===== src/rtl/fht_pkg.sv =====
// -----------------------------------------------------------------------------
// fht_pkg
// Shared definitions for the FHT butterfly feeder:
//   - fsm_state_t   : sequencer states (IDLE, RUN, DRAIN, FIN)
//   - RD_LAT        : sample RAM / coefficient ROM read latency (cycles)
//   - BUT_LAT       : butterfly pipeline depth (cycles)
//   - WR_DLY        : issue-to-write-back distance (RD_LAT + BUT_LAT)
//   - DRAIN_CYC     : idle cycles between stages so the last write lands
//   - stage_bits()  : width needed to hold a stage number 0..LOG2N
// -----------------------------------------------------------------------------
package fht_pkg;

   typedef enum logic [1:0] {
      ST_IDLE  = 2'd0,
      ST_RUN   = 2'd1,
      ST_DRAIN = 2'd2,
      ST_FIN   = 2'd3
   } fsm_state_t;

   localparam int RD_LAT    = 1;
   localparam int BUT_LAT   = 2;
   localparam int WR_DLY    = RD_LAT + BUT_LAT;
   // The last butterfly of a stage writes WR_DLY cycles after it issues,
   // so the stage must idle that long before the banks can swap.
   localparam int DRAIN_CYC = 3;

   function automatic int stage_bits(input int log2n);
      return $clog2(log2n + 1);
   endfunction

endpackage


===== src/rtl/fht_addr_gen.sv =====
// -----------------------------------------------------------------------------
// fht_addr_gen
// Purely combinational index generator for one radix-2 FHT butterfly.
// Ports:
//   s    in  stage number, 1..LOG2N
//   b    in  butterfly number within the stage, 0..N/2-1
//   idx0 out index of x0 / y0
//   idx1 out index of x1 / y1 (idx0 + half)
//   idx2 out index of the mirrored partner x2
//   w    out rotation coefficient ROM address
// -----------------------------------------------------------------------------
module fht_addr_gen
   import fht_pkg::*;
#(
   parameter int LOG2N  = 8,
   parameter int A_BIT  = LOG2N,
   parameter int W_ABIT = LOG2N - 1,
   localparam int SW    = stage_bits(LOG2N),
   localparam int BW    = LOG2N - 1
) (
   input  logic [SW-1:0]     s,
   input  logic [BW-1:0]     b,
   output logic [A_BIT-1:0]  idx0,
   output logic [A_BIT-1:0]  idx1,
   output logic [A_BIT-1:0]  idx2,
   output logic [W_ABIT-1:0] w
);

   logic [A_BIT-1:0]  b_ext;
   logic [A_BIT-1:0]  half;
   logic [A_BIT-1:0]  mask;
   logic [A_BIT-1:0]  k;
   logic [A_BIT-1:0]  base;
   logic [W_ABIT-1:0] k_w;
   logic [SW-1:0]     w_shift;

   assign b_ext = A_BIT'(b);
   assign half  = A_BIT'(1) << (s - SW'(1));
   assign mask  = half - A_BIT'(1);

   // half is a power of two, so b mod half and (b >> (s-1)) * 2 * half
   // reduce to masking: the group bits of b shifted up by one place.
   assign k     = b_ext & mask;
   assign base  = (b_ext & ~mask) << 1;

   assign idx0  = base | k;
   assign idx1  = idx0 + half;
   assign idx2  = base + half + ((half - k) & mask);

   // k < half = 2^(s-1) <= 2^(LOG2N-1), so it always fits the ROM address.
   assign k_w     = W_ABIT'(k);
   assign w_shift = SW'(LOG2N) - s;
   assign w       = k_w << w_shift;

endmodule


===== src/rtl/fht_but_feeder.sv =====
// -----------------------------------------------------------------------------
// fht_but_feeder
// Sequences the fht_but butterfly through a full N-point radix-2 FHT,
// one butterfly per cycle, reading one ping-pong bank and writing the other.
// Ports:
//   iCLK, iRESET        clock, asynchronous active-high reset
//   iSTART              start pulse, ignored unless idle
//   oRD_EN_12           oRD_ADDR_1/2 and oW_ADDR valid (issue cycle t)
//   oRD_ADDR_1/2        sample addresses for iX_1 / iX_2
//   oW_ADDR             coefficient ROM address
//   oRD_EN_0, oRD_ADDR_0  sample address for iX_0 (cycle t+1)
//   oWR_EN              write-back strobe (cycle t+3)
//   oWR_ADDR_0/1        destinations of oY_0 / oY_1
//   oBANK               bank being read; writes go to ~oBANK
//   oBUSY               high in RUN and DRAIN
//   oDONE               one-cycle completion pulse
// -----------------------------------------------------------------------------
module fht_but_feeder
   import fht_pkg::*;
#(
   parameter int LOG2N  = 8,
   parameter int A_BIT  = LOG2N,
   parameter int W_ABIT = LOG2N - 1
) (
   input  logic              iCLK,
   input  logic              iRESET,
   input  logic              iSTART,
   output logic              oRD_EN_12,
   output logic [A_BIT-1:0]  oRD_ADDR_1,
   output logic [A_BIT-1:0]  oRD_ADDR_2,
   output logic [W_ABIT-1:0] oW_ADDR,
   output logic              oRD_EN_0,
   output logic [A_BIT-1:0]  oRD_ADDR_0,
   output logic              oWR_EN,
   output logic [A_BIT-1:0]  oWR_ADDR_0,
   output logic [A_BIT-1:0]  oWR_ADDR_1,
   output logic              oBANK,
   output logic              oBUSY,
   output logic              oDONE
);

   localparam int SW = stage_bits(LOG2N);
   localparam int BW = LOG2N - 1;
   localparam int DW = $clog2(DRAIN_CYC);

   fsm_state_t       state_reg, state_next;
   logic [SW-1:0]    s_reg, s_next;
   logic [BW-1:0]    b_reg, b_next;
   logic [DW-1:0]    dcnt_reg, dcnt_next;
   logic             bank_reg, bank_next;

   logic             issue_next;
   logic [A_BIT-1:0] gen_idx0, gen_idx1, gen_idx2;
   logic [W_ABIT-1:0] gen_w;

   logic [A_BIT-1:0]  rd_addr_2_reg;
   logic [W_ABIT-1:0] w_addr_reg;
   logic              busy_reg;
   logic              done_reg;

   // Index pipe: element 0 is the issue cycle, element i is i cycles later.
   logic              en_pipe_reg   [0:WR_DLY];
   logic [A_BIT-1:0]  idx0_pipe_reg [0:WR_DLY];
   logic [A_BIT-1:0]  idx1_pipe_reg [0:WR_DLY];

   // ---------------------------------------------------------------- FSM
   always_ff @(posedge iCLK or posedge iRESET) begin
      if (iRESET) begin
         state_reg <= ST_IDLE;
         s_reg     <= '0;
         b_reg     <= '0;
         dcnt_reg  <= '0;
         bank_reg  <= 1'b0;
      end else begin
         state_reg <= state_next;
         s_reg     <= s_next;
         b_reg     <= b_next;
         dcnt_reg  <= dcnt_next;
         bank_reg  <= bank_next;
      end
   end

   always_comb begin
      state_next = state_reg;
      s_next     = s_reg;
      b_next     = b_reg;
      dcnt_next  = dcnt_reg;
      bank_next  = bank_reg;
      case (state_reg)
         ST_IDLE: begin
            if (iSTART) begin
               state_next = ST_RUN;
               s_next     = SW'(1);
               b_next     = '0;
               bank_next  = 1'b0;
            end
         end
         ST_RUN: begin
            if (b_reg == '1) begin
               state_next = ST_DRAIN;
               dcnt_next  = '0;
            end else begin
               b_next = b_reg + BW'(1);
            end
         end
         ST_DRAIN: begin
            if (dcnt_reg == DW'(DRAIN_CYC - 1)) begin
               bank_next = ~bank_reg;
               if (s_reg == SW'(LOG2N)) begin
                  state_next = ST_FIN;
               end else begin
                  state_next = ST_RUN;
                  s_next     = s_reg + SW'(1);
                  b_next     = '0;
               end
            end else begin
               dcnt_next = dcnt_reg + DW'(1);
            end
         end
         ST_FIN: begin
            state_next = ST_IDLE;
         end
         default: begin
            state_next = ST_IDLE;
         end
      endcase
   end

   // Outputs are registered, so indices are generated from the butterfly
   // that will be on the outputs in the coming cycle.
   assign issue_next = (state_next == ST_RUN);

   fht_addr_gen #(
      .LOG2N  (LOG2N),
      .A_BIT  (A_BIT),
      .W_ABIT (W_ABIT)
   ) u_addr_gen (
      .s    (s_next),
      .b    (b_next),
      .idx0 (gen_idx0),
      .idx1 (gen_idx1),
      .idx2 (gen_idx2),
      .w    (gen_w)
   );

   // ---------------------------------------------------- issue-cycle regs
   always_ff @(posedge iCLK or posedge iRESET) begin
      if (iRESET) begin
         en_pipe_reg[0]   <= 1'b0;
         idx0_pipe_reg[0] <= '0;
         idx1_pipe_reg[0] <= '0;
         rd_addr_2_reg    <= '0;
         w_addr_reg       <= '0;
         busy_reg         <= 1'b0;
         done_reg         <= 1'b0;
      end else begin
         en_pipe_reg[0]   <= issue_next;
         idx0_pipe_reg[0] <= issue_next ? gen_idx0 : '0;
         idx1_pipe_reg[0] <= issue_next ? gen_idx1 : '0;
         rd_addr_2_reg    <= issue_next ? gen_idx2 : '0;
         w_addr_reg       <= issue_next ? gen_w    : '0;
         busy_reg         <= (state_next == ST_RUN) || (state_next == ST_DRAIN);
         done_reg         <= (state_next == ST_FIN);
      end
   end

   // ------------------------------------------------------- delay pipe
   generate
      for (genvar gi = 1; gi <= WR_DLY; gi++) begin : g_pipe
         always_ff @(posedge iCLK or posedge iRESET) begin
            if (iRESET) begin
               en_pipe_reg[gi]   <= 1'b0;
               idx0_pipe_reg[gi] <= '0;
               idx1_pipe_reg[gi] <= '0;
            end else begin
               en_pipe_reg[gi]   <= en_pipe_reg[gi-1];
               idx0_pipe_reg[gi] <= idx0_pipe_reg[gi-1];
               idx1_pipe_reg[gi] <= idx1_pipe_reg[gi-1];
            end
         end
      end
   endgenerate

   assign oRD_EN_12  = en_pipe_reg[0];
   assign oRD_ADDR_1 = idx1_pipe_reg[0];
   assign oRD_ADDR_2 = rd_addr_2_reg;
   assign oW_ADDR    = w_addr_reg;
   assign oRD_EN_0   = en_pipe_reg[RD_LAT];
   assign oRD_ADDR_0 = idx0_pipe_reg[RD_LAT];
   assign oWR_EN     = en_pipe_reg[WR_DLY];
   assign oWR_ADDR_0 = idx0_pipe_reg[WR_DLY];
   assign oWR_ADDR_1 = idx1_pipe_reg[WR_DLY];
   assign oBANK      = bank_reg;
   assign oBUSY      = busy_reg;
   assign oDONE      = done_reg;

endmodule


===== config.mk =====
export PLATFORM = sky130hd
export DESIGN_NAME = fht_but_feeder
export DESIGN_NICKNAME = d
export VERILOG_FILES = /design/src/rtl/fht_pkg.sv /design/src/rtl/fht_addr_gen.sv /design/src/rtl/fht_but_feeder.sv
export SDC_FILE = /design/constraint.sdc
export NUM_CORES = 1
export LEC_CHECK = 0
export BUFFER_PORTS_ARGS = -buffer_cell sky130_fd_sc_hd__buf_2
export CELL_PAD_IN_SITES_DETAIL_PLACEMENT = 1
export CELL_PAD_IN_SITES_GLOBAL_PLACEMENT = 2
export CORE_MARGIN = 2
export CORE_UTILIZATION = 41
export CTS_CLUSTER_DIAMETER = 200
export DETAILED_ROUTE_END_ITERATION = 7
export PLACE_DENSITY_LB_ADDON = 0.3
export SLEW_MARGIN = 20
export SYNTH_ARGS = -nofsm -noshare
export SYNTH_HDL_FRONTEND = slang
export SYNTH_SLANG_ARGS = --single-unit

===== constraint.sdc =====
create_clock -name iCLK -period 12.9 [get_ports iCLK]
set_clock_uncertainty 0.05 [all_clocks]
set_input_delay 1.29 -clock iCLK [delete_from_list [all_inputs] [get_ports iCLK]]
set_output_delay 1.29 -clock iCLK [all_outputs]
set_load 0.005 [all_outputs]

==> results by stage <==
Outcome:
- The flow ran to the end, and the final reports show no timing, DRC or antenna violations.

Clock tree:
- The clock slew at the register clock pins of the worst setup and hold paths is roughly 0.06 ns.
- Clock tree synthesis inserted a total of 9 buffers.
- In this run, post-CTS hold repair placed 0 buffers.
- Gates resized during post-CTS repair numbered 0.
- Buffers added to address setup during post-CTS repair amount to 0.
- TritonCTS built the clock tree.
- The root buffer cell is sky130_fd_sc_hd__clkbuf_16.
- The later pin in the worst-skew pair is clocked with a latency of about 0.35 ns.
- The H-tree was split into 3 levels.
- For this design, the sink count on the clock tree is 100.
- The maximum buffer depth of the clock tree is 2.

Synthesis:
- The share of the synthesized area in compound gates (AO/OA/AOI/OAI) is between 10% and 20%.
- In the synthesized netlist, the number of instances is 530.
- After synthesis, the largest family of logic cells by area is simple AND/OR/NAND/NOR gates.
- The mux contribution to synthesized area is under 10%.
- The mapped netlist covers ~0.0055 mm^2.
- The synthesized design contains 0 enable-type register cells.
- Counting every net in the synthesized netlist gives 570.
- The area fraction in and, or, nand and nor cells after synthesis is between 10% and 20%.
- The Yosys warning count is 0.
- The average instance in the mapped netlist occupies 10.31 um^2.
- Counting flops and latches in the post-synthesis netlist gives 100.
- The distinct cell type count after synthesis is 76.
- Counting flops with an async set or reset pin after synthesis yields a share of 100.0%.
- Sequential cells were found to cover a little under half of the synthesized design area.
- The XOR/XNOR share of the synthesized area is under 10%.
- The most used flip-flop cell after synthesis is sky130_fd_sc_hd__dfrtp_1.
- Summing the areas of all fa, ha and maj instances in the mapped netlist gives under 10% of the synthesized area.

STA:
- Setup repair after global routing left no endpoint under its margin.
- The number of slew-limit violations in the final report is 0.
- The slew at the pin closest to its max-slew limit is roughly 0.92 ns.
- Headroom to the max-slew limit came out at a little under two fifths.
- Setup violations remaining at the end of the flow were counted as 0.
- The final critical path takes up 66.55% of the cycle.
- Adding up every negative setup slack in the final design gives 0 ns.
- The hold slack is between 0.2 and 0.3 ns.
- The final hold violation count is 0.
- The final critical path time including I/O delays and setup is 8.585 ns.
- For this run, the top clock speed supported by timing is approximately 0.12 GHz.

Power:
- The worst vdd rail ir drop is about 90 uV.
- Total power for the finished layout comes to around 1700 uW.
- Power spread over the standard cell area amounts to between 200 and 300 mW/mm^2.
- The analysis attributes to cell leakage a power of roughly 0.0029 uW.

Placement:
- In this run the cell area measured after placement is 0.005667 mm^2.
- The number of buffers added on ports is 55.
- Detailed placement finished with a half-perimeter wire length of ~9500 um.
- In this run, placement finished with an instance count of around 720.
- At the end of routability-driven placement, the weighted congestion stood at 0.8622.

Floorplanning:
- The floorplan step set the die height to around 120 um.
- The region available for standard cell placement spans 0.01314 mm^2.
- From left edge to right edge, the die measures 119.5 um.
- The initialized floorplan defines 42 standard-cell rows.
- During I/O placement, the number of pins put on the boundary was 56.
- The starting utilization of the core area is 41.61%.
- The floorplan step defined a die boundary enclosing ~0.014 mm^2.

Critical path:
- Among all stages on the critical path, the largest delay is contributed by sky130_fd_sc_hd__nor3_2.
- The launching element type of the critical path is an input pin.
- The biggest fanout along the worst timing path is 16.
- For the worst setup path, the data arrival time is slightly below 9 ns.
- The element type at the critical path end is a register.
- The worst endpoint required time is 13.10 ns.
- The highest cell delay on the worst timing path is between 0.5 and 0.6 ns.
- The class of the most critical setup path is input pin to register.
- The reg2reg setup slack is between 4 and 5 ns.

GRT:
- The initial antenna violation count is 0.
- Entering global routing, the biggest net connects between 70 and 80 pins.
- The via count of the first global-routing pass was just over 4000.
- The global-route wire length before repair is between 20000 and 25000 um.
- The aggregate global routing overflow is 0.
- Global routing used 19.02% of the available tracks across all layers.

Drt:
- The uppermost signal routing layer after detailed routing is met4.
- The routed wirelength normalized by instance count is around 17 um.
- After detailed routing, the number of remaining DRC violations is 0.
- Wire segments on met2 add up to slightly above 6000 um in the final route.
- After detailed routing, the total wire length is ~12000 um.
- The routed length on met3 is 502 um.
- In this run, the number of DRC markers left after iteration 0 of detailed routing was 161.
- After detailed routing, the wire length on met1 is 5648 um.
- The final route contains about 3900 vias.
- Once detail routing completed, the nets flagged for antenna violations numbered 0.
- The detailed-routing iteration count for the pre-antenna-repair pass is 4.
- The average vias per placed instance is ~5.3.

Finish:
- The fraction of layout cells with a size suffix above 1 is a little under a fifth.
- The area growth from synthesis to layout is 8.972%.
- For this run, the post-layout net count is slightly below 600.
- The final non-filler cell total is 731.
- The total inserted antenna cells is 0.
- The library cell used most frequently in the layout, excluding fill and tap cells, is sky130_fd_sc_hd__dfrtp_1.
- The finished layout cell area is 0.005957 mm^2.
- The top cell types in the final layout, fill and taps aside, are sky130_fd_sc_hd__dfrtp_1 (100), sky130_fd_sc_hd__buf_2 (55), sky130_fd_sc_hd__nand2_1 (53).

Run:
- The tool flagged a number of max-cap violations equal to 0.

Hold path:
- The tightest min-delay check is of the register to register type.
==> cell families after synthesis <==
family	Yosys count
and+or+nand+nor	176
AOI/OAI and AO/OA	103
DFF	100
buffers and inverters	87
adders and majority gates	37
xor gates and xnor gates	19
muxes	6
other	2
==> Yosys cell counts (3+ instances only) <==
cell / instances / area (um^2)
sky130_fd_sc_hd__dfrtp_1: 100 / 2502
sky130_fd_sc_hd__nand2_1: 53 / 198.9
sky130_fd_sc_hd__inv_1: 37 / 138.9
sky130_fd_sc_hd__buf_4: 33 / 247.7
sky130_fd_sc_hd__nor2_1: 30 / 112.6
sky130_fd_sc_hd__ha_1: 28 / 350.3
sky130_fd_sc_hd__a21oi_1: 22 / 110.1
sky130_fd_sc_hd__and2_1: 19 / 118.9
sky130_fd_sc_hd__o21ai_0: 14 / 70.07
sky130_fd_sc_hd__clkbuf_1: 13 / 48.80
sky130_fd_sc_hd__xnor2_1: 13 / 113.9
sky130_fd_sc_hd__nand3_1: 10 / 50.05
sky130_fd_sc_hd__nor2b_1: 10 / 62.56
sky130_fd_sc_hd__fa_1: 9 / 180.2
sky130_fd_sc_hd__a211oi_1: 7 / 52.55
sky130_fd_sc_hd__and3_1: 7 / 43.79
sky130_fd_sc_hd__o22ai_1: 7 / 43.79
sky130_fd_sc_hd__nand2b_1: 6 / 37.54
sky130_fd_sc_hd__o211ai_1: 6 / 45.04
sky130_fd_sc_hd__a21o_1: 5 / 37.54
sky130_fd_sc_hd__nor3_1: 5 / 25.02
sky130_fd_sc_hd__or2_2: 5 / 31.28
sky130_fd_sc_hd__xor2_1: 5 / 43.79
sky130_fd_sc_hd__nand4_1: 4 / 25.02
sky130_fd_sc_hd__nor3b_1: 4 / 30.03
sky130_fd_sc_hd__o31ai_1: 4 / 30.03
sky130_fd_sc_hd__or3_1: 4 / 25.02
sky130_fd_sc_hd__a21boi_0: 3 / 22.52
sky130_fd_sc_hd__a31oi_1: 3 / 18.77
sky130_fd_sc_hd__and3b_1: 3 / 26.28
sky130_fd_sc_hd__mux2i_1: 3 / 30.03
sky130_fd_sc_hd__o21bai_1: 3 / 22.52
==> per-stage QoR <==
stage,util [%],setup slack (ns)
after detailed placement,43.13,3.972
after CTS,45.34,4.360
final,45.34,4.315
after global placement,43.13,4.352
after global routing,45.34,3.571
after floorplan,-,5.148
==> final timing paths <==
kind                                   start                end  cells after the start
min in group asynchronous             iRESET              oDONE                      2
min                        idx1_pipe_reg[23]  idx1_pipe_reg[15]                      0
max in group asynchronous             iRESET      oRD_ADDR_2[4]                      3
max reg2reg                     state_reg[1]      oRD_ADDR_2[7]                     30
min reg2reg                idx1_pipe_reg[23]  idx1_pipe_reg[15]                      0
max                                   iSTART      oRD_ADDR_2[7]                     31
==> critical path, delay by kind of cell <==
family,cells,cell delay (ns)
compound gates,9,1.44
xor+xnor,3,0.43
fa+ha+maj,5,2.12
buf+inv,4,0.74
simple gates,10,2.76
==> final cells by class <==
cell class,instances,area [um^2]
fill,1487,7181
sequential,100,2502
multi-input combinational,343,2502
timing repair buffer,57,290.3
clock buffer,12,256.5
tap,176,220.2
inverter,39,151.4
clock inverter,4,33.78
==> per-layer routing <==
metal  GRT usage, %  vias up
met3          3.688       17
met2          31.18       78
met4          6.765        0
met1          25.16     1963
met5              0        -
li1               -     1813
==> where the power goes <==
part           total [uW]  switching [uW]  internal, uW
logic                 923             528           395
registers             495            52.9           442
clock network         255             112           142
No activity file was read; power rests on OpenSTA's default activity.
